==> src/rtl/y86_pkg.sv <==
// y86_pkg: shared Y86-64 encodings and controller types
package y86_pkg;
   localparam logic [3:0] ICMOVXX = 4'd2;
   localparam logic [3:0] IMRMOVQ = 4'd5;
   localparam logic [3:0] IOPQ    = 4'd6;
   localparam logic [3:0] IJXX    = 4'd7;
   localparam logic [3:0] IRET    = 4'd9;
   localparam logic [3:0] IPOPQ   = 4'd11;
   localparam logic [3:0] RNONE   = 4'd15;
   localparam logic [2:0] SAOK    = 3'd1;
   localparam logic [2:0] SHLT    = 3'd2;
   localparam logic [2:0] SADR    = 3'd3;
   localparam logic [2:0] SINS    = 3'd4;
   typedef enum logic [3:0] {C_ALL, C_LE, C_L, C_E, C_NE, C_GE, C_G} cond_t;
   typedef enum logic [1:0] {RUN, DRAIN, HALTED} ctrl_state_t;
   function automatic logic is_exc(input logic [2:0] s);
      return s == SHLT || s == SADR || s == SINS;
   endfunction
endpackage

==> src/rtl/pipe_control_cc_unit.sv <==
// cc_unit: architectural condition codes and jXX/cmovXX condition evaluation
module cc_unit
   import y86_pkg::*;
(
   input  logic       clk,
   input  logic       rst,
   input  logic       set_cc,
   input  logic       alu_zf,
   input  logic       alu_sf,
   input  logic       alu_of,
   input  logic [3:0] ifun,
   output logic       cc_zf,
   output logic       cc_sf,
   output logic       cc_of,
   output logic       e_cnd
);
   logic [2:0] cc_q;
   logic       lt;
   // condition codes load from the ALU only when the OPq is allowed to commit
   always_ff @(posedge clk)
      if (rst) cc_q <= 3'b100;
      else if (set_cc) cc_q <= {alu_zf, alu_sf, alu_of};
   // condition is decoded from the stored flags, never the in-flight ALU flags
   always_comb begin
      {cc_zf, cc_sf, cc_of} = cc_q;
      lt = cc_sf ^ cc_of;
      e_cnd = ifun == C_ALL ? 1'b1 :
              ifun == C_LE  ? lt | cc_zf :
              ifun == C_L   ? lt :
              ifun == C_E   ? cc_zf :
              ifun == C_NE  ? !cc_zf :
              ifun == C_GE  ? !lt :
              ifun == C_G   ? !lt && !cc_zf : 1'b0;
   end
endmodule

==> src/rtl/pipe_control.sv <==
// pipe_control: Y86-64 hazard control, halt sequencing and performance counters
module pipe_control
   import y86_pkg::*;
#(
   parameter int CNT_W = 32
) (
   input  logic             clk,
   input  logic             rst,
   input  logic [3:0]       D_icode,
   input  logic [3:0]       d_srcA,
   input  logic [3:0]       d_srcB,
   input  logic [3:0]       E_icode,
   input  logic [3:0]       E_ifun,
   input  logic [3:0]       E_dstM,
   input  logic [3:0]       M_icode,
   input  logic             alu_zf,
   input  logic             alu_sf,
   input  logic             alu_of,
   input  logic [2:0]       m_stat,
   input  logic [2:0]       W_stat,
   output logic             e_Cnd,
   output logic             cc_zf,
   output logic             cc_sf,
   output logic             cc_of,
   output logic             F_stall,
   output logic             D_stall,
   output logic             D_bubble,
   output logic             E_bubble,
   output logic             M_bubble,
   output logic             W_stall,
   output logic             halted,
   output logic [2:0]       halt_stat,
   output logic [CNT_W-1:0] cycle_cnt,
   output logic [CNT_W-1:0] bubble_cnt
);
   ctrl_state_t      state_q;
   logic             halted_q;
   logic [2:0]       halt_stat_q;
   logic [CNT_W-1:0] cycle_q, cycle_d, bubble_q, bubble_d;
   logic             lu, rt, mp, exc_m, exc_w, hlt, set_cc;

   cc_unit u_cc (
      .clk    (clk),
      .rst    (rst),
      .set_cc (set_cc),
      .alu_zf (alu_zf),
      .alu_sf (alu_sf),
      .alu_of (alu_of),
      .ifun   (E_ifun),
      .cc_zf  (cc_zf),
      .cc_sf  (cc_sf),
      .cc_of  (cc_of),
      .e_cnd  (e_Cnd)
   );

   // hazard detection and pipeline-register controls; reset and halt override the equations
   always_comb begin
      lu = (E_icode == IMRMOVQ || E_icode == IPOPQ) && E_dstM != RNONE &&
           (E_dstM == d_srcA || E_dstM == d_srcB);
      rt = D_icode == IRET || E_icode == IRET || M_icode == IRET;
      mp = E_icode == IJXX && !e_Cnd;
      exc_m = is_exc(m_stat);
      exc_w = is_exc(W_stat);
      hlt = state_q == HALTED;
      set_cc = E_icode == IOPQ && m_stat == SAOK && W_stat == SAOK && state_q == RUN;
      F_stall = rst ? 1'b0 : hlt ? 1'b1 : lu | rt;
      D_stall = rst ? 1'b0 : hlt ? 1'b1 : lu;
      D_bubble = rst ? 1'b1 : hlt ? 1'b0 : mp | (rt & !lu);
      E_bubble = rst ? 1'b1 : hlt ? 1'b0 : mp | lu;
      M_bubble = rst ? 1'b1 : hlt ? 1'b0 : exc_m | exc_w;
      W_stall = rst ? 1'b0 : hlt ? 1'b1 : exc_w;
      cycle_d = cycle_q + CNT_W'(1);
      bubble_d = bubble_q + CNT_W'(E_bubble);
   end

   // halt sequencer: an exception reaching writeback stops the machine until reset
   always_ff @(posedge clk)
      if (rst) begin
         state_q <= RUN;
         halted_q <= 1'b0;
         halt_stat_q <= SAOK;
      end else if (state_q != HALTED && exc_w) begin
         state_q <= HALTED;
         halted_q <= 1'b1;
         halt_stat_q <= W_stat;
      end else if (state_q == RUN && exc_m) state_q <= DRAIN;

   // performance counters freeze once halted and wrap naturally
   always_ff @(posedge clk)
      if (rst) begin
         cycle_q <= '0;
         bubble_q <= '0;
      end else if (!hlt) begin
         cycle_q <= cycle_d;
         bubble_q <= bubble_d;
      end

   assign halted = halted_q;
   assign halt_stat = halt_stat_q;
   assign cycle_cnt = cycle_q;
   assign bubble_cnt = bubble_q;
endmodule

==> config.mk <==
export PLATFORM = sky130hd
export DESIGN_NAME = pipe_control
export DESIGN_NICKNAME = d
export VERILOG_FILES = /design/src/rtl/y86_pkg.sv /design/src/rtl/pipe_control_cc_unit.sv /design/src/rtl/pipe_control.sv
export SDC_FILE = /design/constraint.sdc
export NUM_CORES = 1
export LEC_CHECK = 0
export BUFFER_PORTS_ARGS = -buffer_cell sky130_fd_sc_hd__buf_2
export CAP_MARGIN = 0
export CORE_MARGIN = 5
export CORE_UTILIZATION = 30
export CTS_CLUSTER_SIZE = 10
export DETAILED_ROUTE_END_ITERATION = 8
export SLEW_MARGIN = 30
export SYNTH_ARGS = -nofsm -noshare
export SYNTH_HDL_FRONTEND = slang
export SYNTH_HIERARCHICAL = 1
export SYNTH_SLANG_ARGS = --single-unit
==> constraint.sdc <==
create_clock -name clk -period 3 [get_ports clk]
set_input_delay 0.6 -clock clk [delete_from_list [all_inputs] [get_ports clk]]
set_output_delay 0.6 -clock clk [all_outputs]
set_load 0.1 [all_outputs]
==> results of run 1 <==
[critical path: stages (launching register included)]
cell and delay, ns:
dfxtp_4 0.38, xor2_4 0.22, nor3_1 0.08, o21ai_1 0.21
a21oi_4 0.09, nor3b_2 0.19, o21ai_1 0.14, nand2b_4 0.11
ha_4 0.13, and2_4 0.14, and3_4 0.20, nand2_4 0.05
or3_1 0.38, mux2_4 0.30
[path summary, 6_finish.rpt]
kind                              startpoint        endpoint  slack [ns]  cells past startpoint
worst max-delay path            u_cc/cc_q[1]  bubble_cnt[27]        0.28                     13
worst min register to register        halted          halted        0.47                      2
worst min-delay path                  halted          halted        0.47                      2
worst max register to register  u_cc/cc_q[1]  bubble_cnt[27]        0.28                     13
[flip-flops by register name (all words and copies together), names as in the netlist]
name / count
bubble_cnt: 32
cycle_cnt: 32
halt_stat: 3
u_cc/cc_q: 3
state_q: 2
halted: 1
[final cells by class]
cell class | count | share of cell area, %
multi-input combinational | 325 | 44.1
clock buffer | 12 | 5.28
clock inverter | 4 | 1.06
tap | 147 | 3.79
sequential | 73 | 30.3
inverter | 9 | 0.747
timing repair buffer | 128 | 14.7
[where the power goes]
| part | total, mW | switching [mW] | internal, mW |
|---|---|---|---|
| Clock | 1.09 | 0.399 | 0.689 |
| Combinational | 0.340 | 0.249 | 0.0908 |
| Sequential | 1.00 | 0.0173 | 0.983 |
[layout by cell type (no fill, tap or decap), types with 2 or more instances in the layout]
master and n:
o21ai_1 2, nand3_1 20, a21oi_2 2, buf_2 113, mux2i_1 4, mux2_2 3
nor3_1 15, inv_1 8, nand2b_1 2, and4_1 8, o21ai_0 3, nand4_1 26
nor4_1 8, clkbuf_8 2, buf_4 12, a21oi_1 13, and2_1 3, and3_1 11
nor2b_1 8, or4_1 2, nand3_2 2, xor2_1 32, buf_12 3, dfxtp_4 3
or3_1 5, clkbuf_16 9, dfxtp_1 70, nor4b_1 2, a211o_1 2, xnor2_1 29
nand2_1 25, nor4bb_1 3, nor2_1 68
[cell usage after synthesis (3+ instances only)]
cell type and number:
mux2i_1 4, nand4_1 26, xor2_1 33, nor2b_1 8
xnor2_1 29, and4_1 8, nand3_1 21, nand2_1 27
ha_1 3, mux2_2 3, a21oi_1 16, or3_1 5
clkbuf_1 15, and2_1 4, nor4_1 8, dfxtp_1 73
nor2_1 69, nand2b_1 3, nor3_1 16, nor4bb_1 3
inv_1 9, and3_1 12, o21ai_0 5
[cells by family (layout without fill, tap and decap cells)]
kind of cell | Yosys count | after routing | share of synthesized area (%)
XOR/XNOR | 62 | 62 | 15.1
buffers and inverters | 28 | 153 | 3.07
AO/OA/AOI/OAI | 30 | 30 | 5.10
AND/OR/NAND/NOR | 221 | 221 | 32.1
flip-flops | 73 | 73 | 40.8
adder cells (fa/ha/maj) | 3 | 3 | 1.05
multiplexers | 9 | 9 | 2.79
[routing by layer]
metal / part of all wire (%) / wire, um
met5: 0 / 0
met4: 2.7 / 268
met3: 5.4 / 532
met1: 44 / 4290
met2: 48 / 4750
[per-stage QoR]
step	power (mW)	util, %	setup TNS, ns	instance area [um2]
5_1_grt	2.53	40.9	0	4860
2_1_floorplan	1.26	-	-7.17	3740
4_1_cts	2.47	40.9	0	4860
6_report	2.43	40.9	0	4860
3_5_place_dp	1.36	38.3	0	4550
3_3_place_gp	1.36	38.3	0	4550
==> results.yml, run 1 <==
sta:
  max-slew-margin-rel_pct: 59.9
  slew_violations: 0
  worstMarginPinSlew_ns: 0.599
  finalClockSkew_ns: 0.00387
  fmax_mhz: 368
  rsz0062_at_grt: "no"
  setup_viol: 0
  finalCriticalPeriod_ns: 2.72
  hold_viol: 0
  whs_ns: 0.470
  fin_ws_ns: 0.279
  finalCritPeriodShare_pct: 90.7
grt:
  grt-ovfl-total: 0
  busiest_layer: "met2"
  grt_max_degree: 49
  use_met1_pct: 16.7
  grt_pass1_vias: 3376
  gr-usage-met2_pct: 22.9
  grt_first_pass_wirelength_mm: 16.4
  antenna_found_initial: 0
  grt_usage_pct: 13.9
  gr-usage-met3_pct: 4.61
floorplanning:
  initial_core_util_pct: 30.2
  fp.dieH_um: 119
  die_w_um: 119
  io-pin-count: 117
  rows: 40
  die_area_mm2: 0.0142
  core_mm2: 0.0119
route:
  dr.pass1.iters: 4
  drtAntennaViolNets: 0
  vias: 3424
  wire_per_inst_um: 14.1
  drtIter0Drc: 207
  drc_errors: 0
  vias_per_cell: 4.91
  wl_mm: 9.83
yosys:
  syn_nets: 468
  synthTopCellsByArea: "dfxtp_1, xor2_1, nor2_1, xnor2_1, nand4_1"
  synth_area_leader_cell: "dfxtp_1"
  ys_types: 42
  ys_warn_count: 6
  synth-edff-count: 0
  synth_seq_cells: 73
  syn-cell-area_mm2: 0.00358
  async_flop_share_pct: 0
  avgSynthCellArea_um2: 8.41
  synth.top_cell.area_share_pct: 40.8
  synth-main-ff-cell: "dfxtp_1"
  ys_seq_area_share_pct: 40.8
  netlist_instances: 426
layout:
  seq_area_mm2: 0.00147
  nFillCells: 1184
  instances_no_fill: 698
  n_antenna_cell: 0
  areaGrowthSynthToFinish_pct: 35.5
  drive_above_1_share_pct: 31.0
  multiInputGateArea_mm2: 0.00214
  nNetsFinal: 588
status:
  status: "complete, no violations"
pwr:
  power_leakage_nw: 2.02
  power_density_mw_per_mm2: 500
  vdd_drop_max_mv: 0.360
worst_setup_path:
  start_kind: "register"
  cp_max_fo: 3
  crit_path_end_kind: "register"
  arrival_ns: 2.94
  cp.required_ns: 3.22
  path_class: "reg -> reg"
place:
  dp.final_hpwl_mm: 7.55
  portBuffers: 116
  routabilityCongestion: 0.797
  dp_cells: 682
  dp_slack_ns: 0.0302
cts:
  cts.path.max_buffers: 2
  cts_setup_buffers: 0
  clockRootBuffer: "clkbuf_16"
  insertion_delay_ns: 0.33
  cts_sinks: 73
  ctsHtreeMaxLevel: 3
  cts_resized: 0
  clk_transition_reported_paths_ns: 0.06
  cts_tree: "done"
  cts_buffers: 9
  ctsHoldBuffers: 0
job:
  maxCapViolCount: 0
hold_path:
  hold_path_class: "reg -> reg"
Note: power is estimated with default switching activity, not from simulation.
==> run 2, diff against run 1 <==
==> constraint.sdc (replaced) <==
create_clock -name clk -period 3 [get_ports clk]
set_input_delay 0.15 -clock clk [delete_from_list [all_inputs] [get_ports clk]]
set_output_delay 0.15 -clock clk [all_outputs]
set_load 0.1 [all_outputs]
==> run 2 against run 1 <==
Effect of this change:
- global-route usage hardly changed
- critical endpoint unchanged
- highest routed layer unchanged
- sequential cell count unchanged
- core utilization decreased by 0.74 points
==> results.yml, run 2 (synthesis results as in run 1) <==
route:
  vias: 3432
  wl_mm: 9.75
  drtIter0Drc: 200
  drtAntennaViolNets: 0
  vias_per_cell: 4.95
  drc_errors: 0
  dr.pass1.iters: 5
  wire_per_inst_um: 14.1
sta:
  max-slew-margin-rel_pct: 43.2
  fin_ws_ns: 0.193
  fmax_mhz: 356
  finalCriticalPeriod_ns: 2.81
  finalCritPeriodShare_pct: 93.6
  setup_viol: 0
  slew_violations: 0
  finalClockSkew_ns: 0.00687
  hold_viol: 0
  rsz0062_at_grt: "no"
  worstMarginPinSlew_ns: 0.852
pwr:
  p_total_mw: 2.47
  power_leakage_nw: 1.98
  vdd_drop_max_mv: 0.360
  power_density_mw_per_mm2: 519
grt:
  grt_first_pass_wirelength_mm: 16.2
  grt_max_degree: 83
  grt-ovfl-total: 0
  grt_pass1_vias: 3321
  antenna_found_initial: 0
  grt_usage_pct: 14.0
worst_setup_path:
  crit_path_end_kind: "register"
  arrival_ns: 3.03
  worstReg2RegEnd: "bubble_cnt[27]"
  max_stage_delay_ns: 0.39
  cp.required_ns: 3.23
  path_class: "reg -> reg"
  reg2reg_slack_ns: 0.19
  rr_worst_depth: 13
  path_cells: "xor2_4 -> nor3_1 -> o21ai_1 -> a21oi_4 -> nor3b_2 -> o21ai_1 -> nand2b_4 -> ha_4 -> and2_4 -> and3_4 -> nand2_4 -> or3_1 -> mux2_4"
  cp_max_fo: 10
  cpMostUsedCell: "o21ai_1"
  slowest_stage: "or3_1"
  rr_startpoint: "u_cc/cc_q[0]"
  start_kind: "register"
layout:
  drive_above_1_share_pct: 29.3
  areaGrowthSynthToFinish_pct: 33.0
  nNetsFinal: 583
  nFillCells: 1187
  n_antenna_cell: 0
  layout_commonest_cell: "buf_2"
  final_cell_mix: "buf_2, dfxtp_1, nor2_1"
  instances_no_fill: 693
hold_path:
  whs_path_depth: 2
  hold_path_class: "in -> reg"
  hp-start: "W_stat[0]"
  worstHoldEndpoint: "halt_stat[0]"
floorplanning:
  initial_core_util_pct: 30.2
  io-pin-count: 117
  die_area_mm2: 0.0142
  core_mm2: 0.0119
  die_w_um: 119
  fp.dieH_um: 119
  rows: 40
place:
  dp_slack_ns: 0.195
  dp.final_hpwl_mm: 7.08
  routabilityCongestion: 0.828
  portBuffers: 116
  dp_cells: 676
cts:
  clk_transition_reported_paths_ns: 0.06
  cts_sinks: 73
  cts_setup_buffers: 0
  cts_tree: "done"
  cts_buffers: 9
  insertion_delay_ns: 0.34
  cts.path.max_buffers: 2
  ctsHtreeMaxLevel: 3
  clockRootBuffer: "clkbuf_16"
status:
  status: "complete, no violations"
job:
  maxCapViolCount: 0
## run 2: cell count changes in the layout (fill, tap and decap cells not counted), moves of 2 or more
| cell | change |
|---|---|
| buf_4 | -6 |
| buf_12 | -3 |
| buf_2 | +3 |
| a21oi_1 | +2 |
| a21oi_2 | -2 |
| clkbuf_1 | +2 |
## run 2: through the flow
stage	hold slack, ns	utilization [%]	area (um2)	TNS, ns
floorplan	0.213	-	3730	-6.22
global placement	0.363	37.5	4440	0
detailed placement	0.364	37.5	4440	0
CTS	0.0407	40.2	4770	0
global route	0.0599	40.2	4770	0
finish	0.0545	40.2	4770	0
## run 2: layout make-up
class,count,area (um2),share of cell area [%]
clock buffers,13,250,5.25
well taps,147,184,3.86
multi-input cells,325,2130,44.6
flip-flops and latches,73,1470,30.9
inverters,9,33.8,0.708
clock inverters,3,65.1,1.36
repair buffers,123,636,13.3
## run 2: metal layers
layer	part of all wire (%)	GRT usage, %	vias up
met5	0	0	-
met4	1.1	4.29	0
met3	6.3	5.89	9
met2	49	23.3	74
met1	43	16.3	1640
li1	-	-	1709
## run 2: worst max-delay path, delay by kind of cell (launching register included)
family / cells / cell delay (ns)
DFF: 1 / 0.36
xor gates and xnor gates: 1 / 0.23
muxes: 1 / 0.30
and+or+nand+nor: 7 / 1.23
adders and majority gates: 1 / 0.13
AOI/OAI and AO/OA: 3 / 0.43
## run 2: report_power, final
group | internal (mW) | switching, mW | leakage [nW]
sequential | 0.983 | 0.0167 | 0.591
clock | 0.750 | 0.405 | 0.154
combinational | 0.0772 | 0.242 | 1.24
total | 1.81 | 0.664 | 1.98
## run 2: how the worst max path moves through the flow
stage                          end  cells past startpoint    startpoint  slack, ns
floorplan           bubble_cnt[27]                     14  u_cc/cc_q[0]      -0.42
global placement    bubble_cnt[27]                     13  u_cc/cc_q[0]       0.26
detailed placement  bubble_cnt[27]                     13  u_cc/cc_q[0]       0.20
CTS                 bubble_cnt[27]                     13  u_cc/cc_q[0]       0.18
global route        bubble_cnt[27]                     13  u_cc/cc_q[0]       0.08
finish              bubble_cnt[27]                     13  u_cc/cc_q[0]       0.19
## run 2: what timing repair did
item	in CTS	in global routing
endpoints found under the setup margin	0	0
hold buffers	1	0
endpoints found under the hold margin	1	0
resized for setup	0	0
==> run 3, diff against run 2 <==
- CORE_MARGIN: 5 -> 1
==> run 3 against run 2 <==
Effect of this change:
- the flow now finishes with violations (DRC)
- combinational power hardly changed
- cell count shrank 1.0%
- clock power decreased by 8%
- die area down 13%
- count of clock-buffer cells in the layout unchanged
- clock skew barely moved
- power decreased by 3.4%
- critical endpoint unchanged
- routed wire length is 6.0% lower
- highest routed layer unchanged
- via count down 1.7%
==> results.yml, run 3 (synthesis results as in run 1) <==
status:
  status: "finished with violations"
  violations: "DRC"
sta:
  slew_violations: 0
  worstMarginPinSlew_ns: 0.831
  max-slew-margin-rel_pct: 44.6
  finalClockSkew_ns: 0.00730
  finalCritPeriodShare_pct: 93.5
  fmax_mhz: 357
  fin_ws_ns: 0.196
  finalCriticalPeriod_ns: 2.80
  hold_viol: 0
  totalNegativeSetupSlack_ns: 0
  whs_ns: 0.0360
  rsz0062_at_grt: "no"
  setup_viol: 0
route:
  drtAntennaViolNets: 0
  drtIter0Drc: 174
  wire_per_inst_um: 13.4
  drc_errors: 14
  vias: 3372
  wl_mm: 9.17
  vias_per_cell: 4.92
  dr.pass1.iters: 6
grt:
  grt_usage_pct: 15.1
  gr-usage-met2_pct: 25.3
  use_met1_pct: 18.5
  busiest_layer: "met2"
  grt_max_degree: 83
  gr-usage-met3_pct: 4.16
  antenna_found_initial: 0
  grt_pass1_vias: 3220
  grt-ovfl-total: 0
  grt_first_pass_wirelength_mm: 15.3
worst_setup_path:
  cp.required_ns: 3.21
  crit_path_end_kind: "register"
  rr_worst_depth: 13
  start_kind: "register"
  worstReg2RegEnd: "bubble_cnt[27]"
  path_cells: "xor2_4 -> nor3_1 -> o21ai_1 -> a21oi_4 -> nor3b_2 -> o21ai_1 -> nand2b_4 -> ha_4 -> and2_4 -> and3_4 -> nand2_4 -> or3_1 -> mux2_4"
  reg2reg_slack_ns: 0.20
  path_class: "reg -> reg"
  arrival_ns: 3.02
  slowest_stage: "or3_1"
  cp_max_fo: 10
  rr_startpoint: "u_cc/cc_q[0]"
  cpMostUsedCell: "o21ai_1"
  max_stage_delay_ns: 0.37
  cp-startpoint: "u_cc/cc_q[0]"
floorplanning:
  die_area_mm2: 0.0124
  die_w_um: 111
  core_mm2: 0.0115
  rows: 39
  fp.dieH_um: 111
  initial_core_util_pct: 31.1
  io-pin-count: 117
cts:
  cts_setup_buffers: 0
  clockRootBuffer: "clkbuf_16"
  cts_tree: "done"
  cts.path.max_buffers: 2
  cts_buffers: 9
  clk_transition_reported_paths_ns: 0.05
  ctsHtreeMaxLevel: 3
  insertion_delay_ns: 0.33
  cts_sinks: 73
  ctsHoldBuffers: 0
  cts_resized: 0
pwr:
  power_leakage_nw: 1.96
  p_total_mw: 2.39
  vdd_drop_max_mv: 0.210
  power_density_mw_per_mm2: 505
place:
  dp_cells: 671
  dp_slack_ns: 0.217
  routabilityCongestion: 0.794
  dpl_cell_area_mm2: 0.00443
  dp.final_hpwl_mm: 6.59
  portBuffers: 116
hold_path:
  hold_path_class: "in -> reg"
  worstHoldEndpoint: "u_cc/cc_q[2]"
  whs_path_depth: 2
  hp-start: "alu_zf"
layout:
  instances_no_fill: 686
  fin_util_pct: 41.1
  drive_above_1_share_pct: 29.3
  n_antenna_cell: 0
  final_cell_mix: "buf_2, dfxtp_1, nor2_1"
  areaGrowthSynthToFinish_pct: 31.9
  layout_commonest_cell: "buf_2"
  fin_area_mm2: 0.00473
  nNetsFinal: 581
job:
  maxCapViolCount: 0
==> run 3: changes by cell type in the layout (fill, tap and decap cells not counted) <==
cell / delta
clkbuf_1: -1
bufinv_16: -1
clkinvlp_4: +1
buf_4: -1
dlygate4sd3_1: -1
clkinv_2: -1
clkbuf_8: +1
==> run 3: how the worst max path moves through the flow <==
| stage | to | slack, ns | depth (start not counted) |
|---|---|---|---|
| floorplan | bubble_cnt[27] | -0.42 | 14 |
| global placement | bubble_cnt[27] | 0.25 | 13 |
| detailed placement | bubble_cnt[27] | 0.22 | 13 |
| CTS | bubble_cnt[27] | 0.19 | 13 |
| global route | bubble_cnt[27] | 0.07 | 13 |
| finish | bubble_cnt[27] | 0.20 | 13 |
==> run 3: critical path: cells and delay by family, from the launching register on <==
family,cells,cell delay (ns)
xor+xnor,1,0.23
flops,1,0.36
compound gates,3,0.45
mux,1,0.30
fa+ha+maj,1,0.13
simple gates,7,1.21
==> run 3: layer usage <==
metal,routed length [um],vias to the layer above
li1,-,1702
met1,4230,1578
met2,4310,78
met3,475,14
met4,153,0
met5,0,-
==> run 3: power breakdown <==
group | internal [mW] | switching [mW]
logic | 0.0748 | 0.242
clock network | 0.685 | 0.388
registers | 0.983 | 0.0169
==> run 3: cell type report <==
| type | count | area, um2 |
|---|---|---|
| Multi-Input combinational cell | 325 | 2130 |
| Timing Repair Buffer | 121 | 618 |
| Fill cell | 1185 | 6790 |
| Tap cell | 143 | 179 |
| Clock inverter | 2 | 37.5 |
| Clock buffer | 13 | 260 |
| Inverter | 9 | 33.8 |
| Sequential cell | 73 | 1470 |
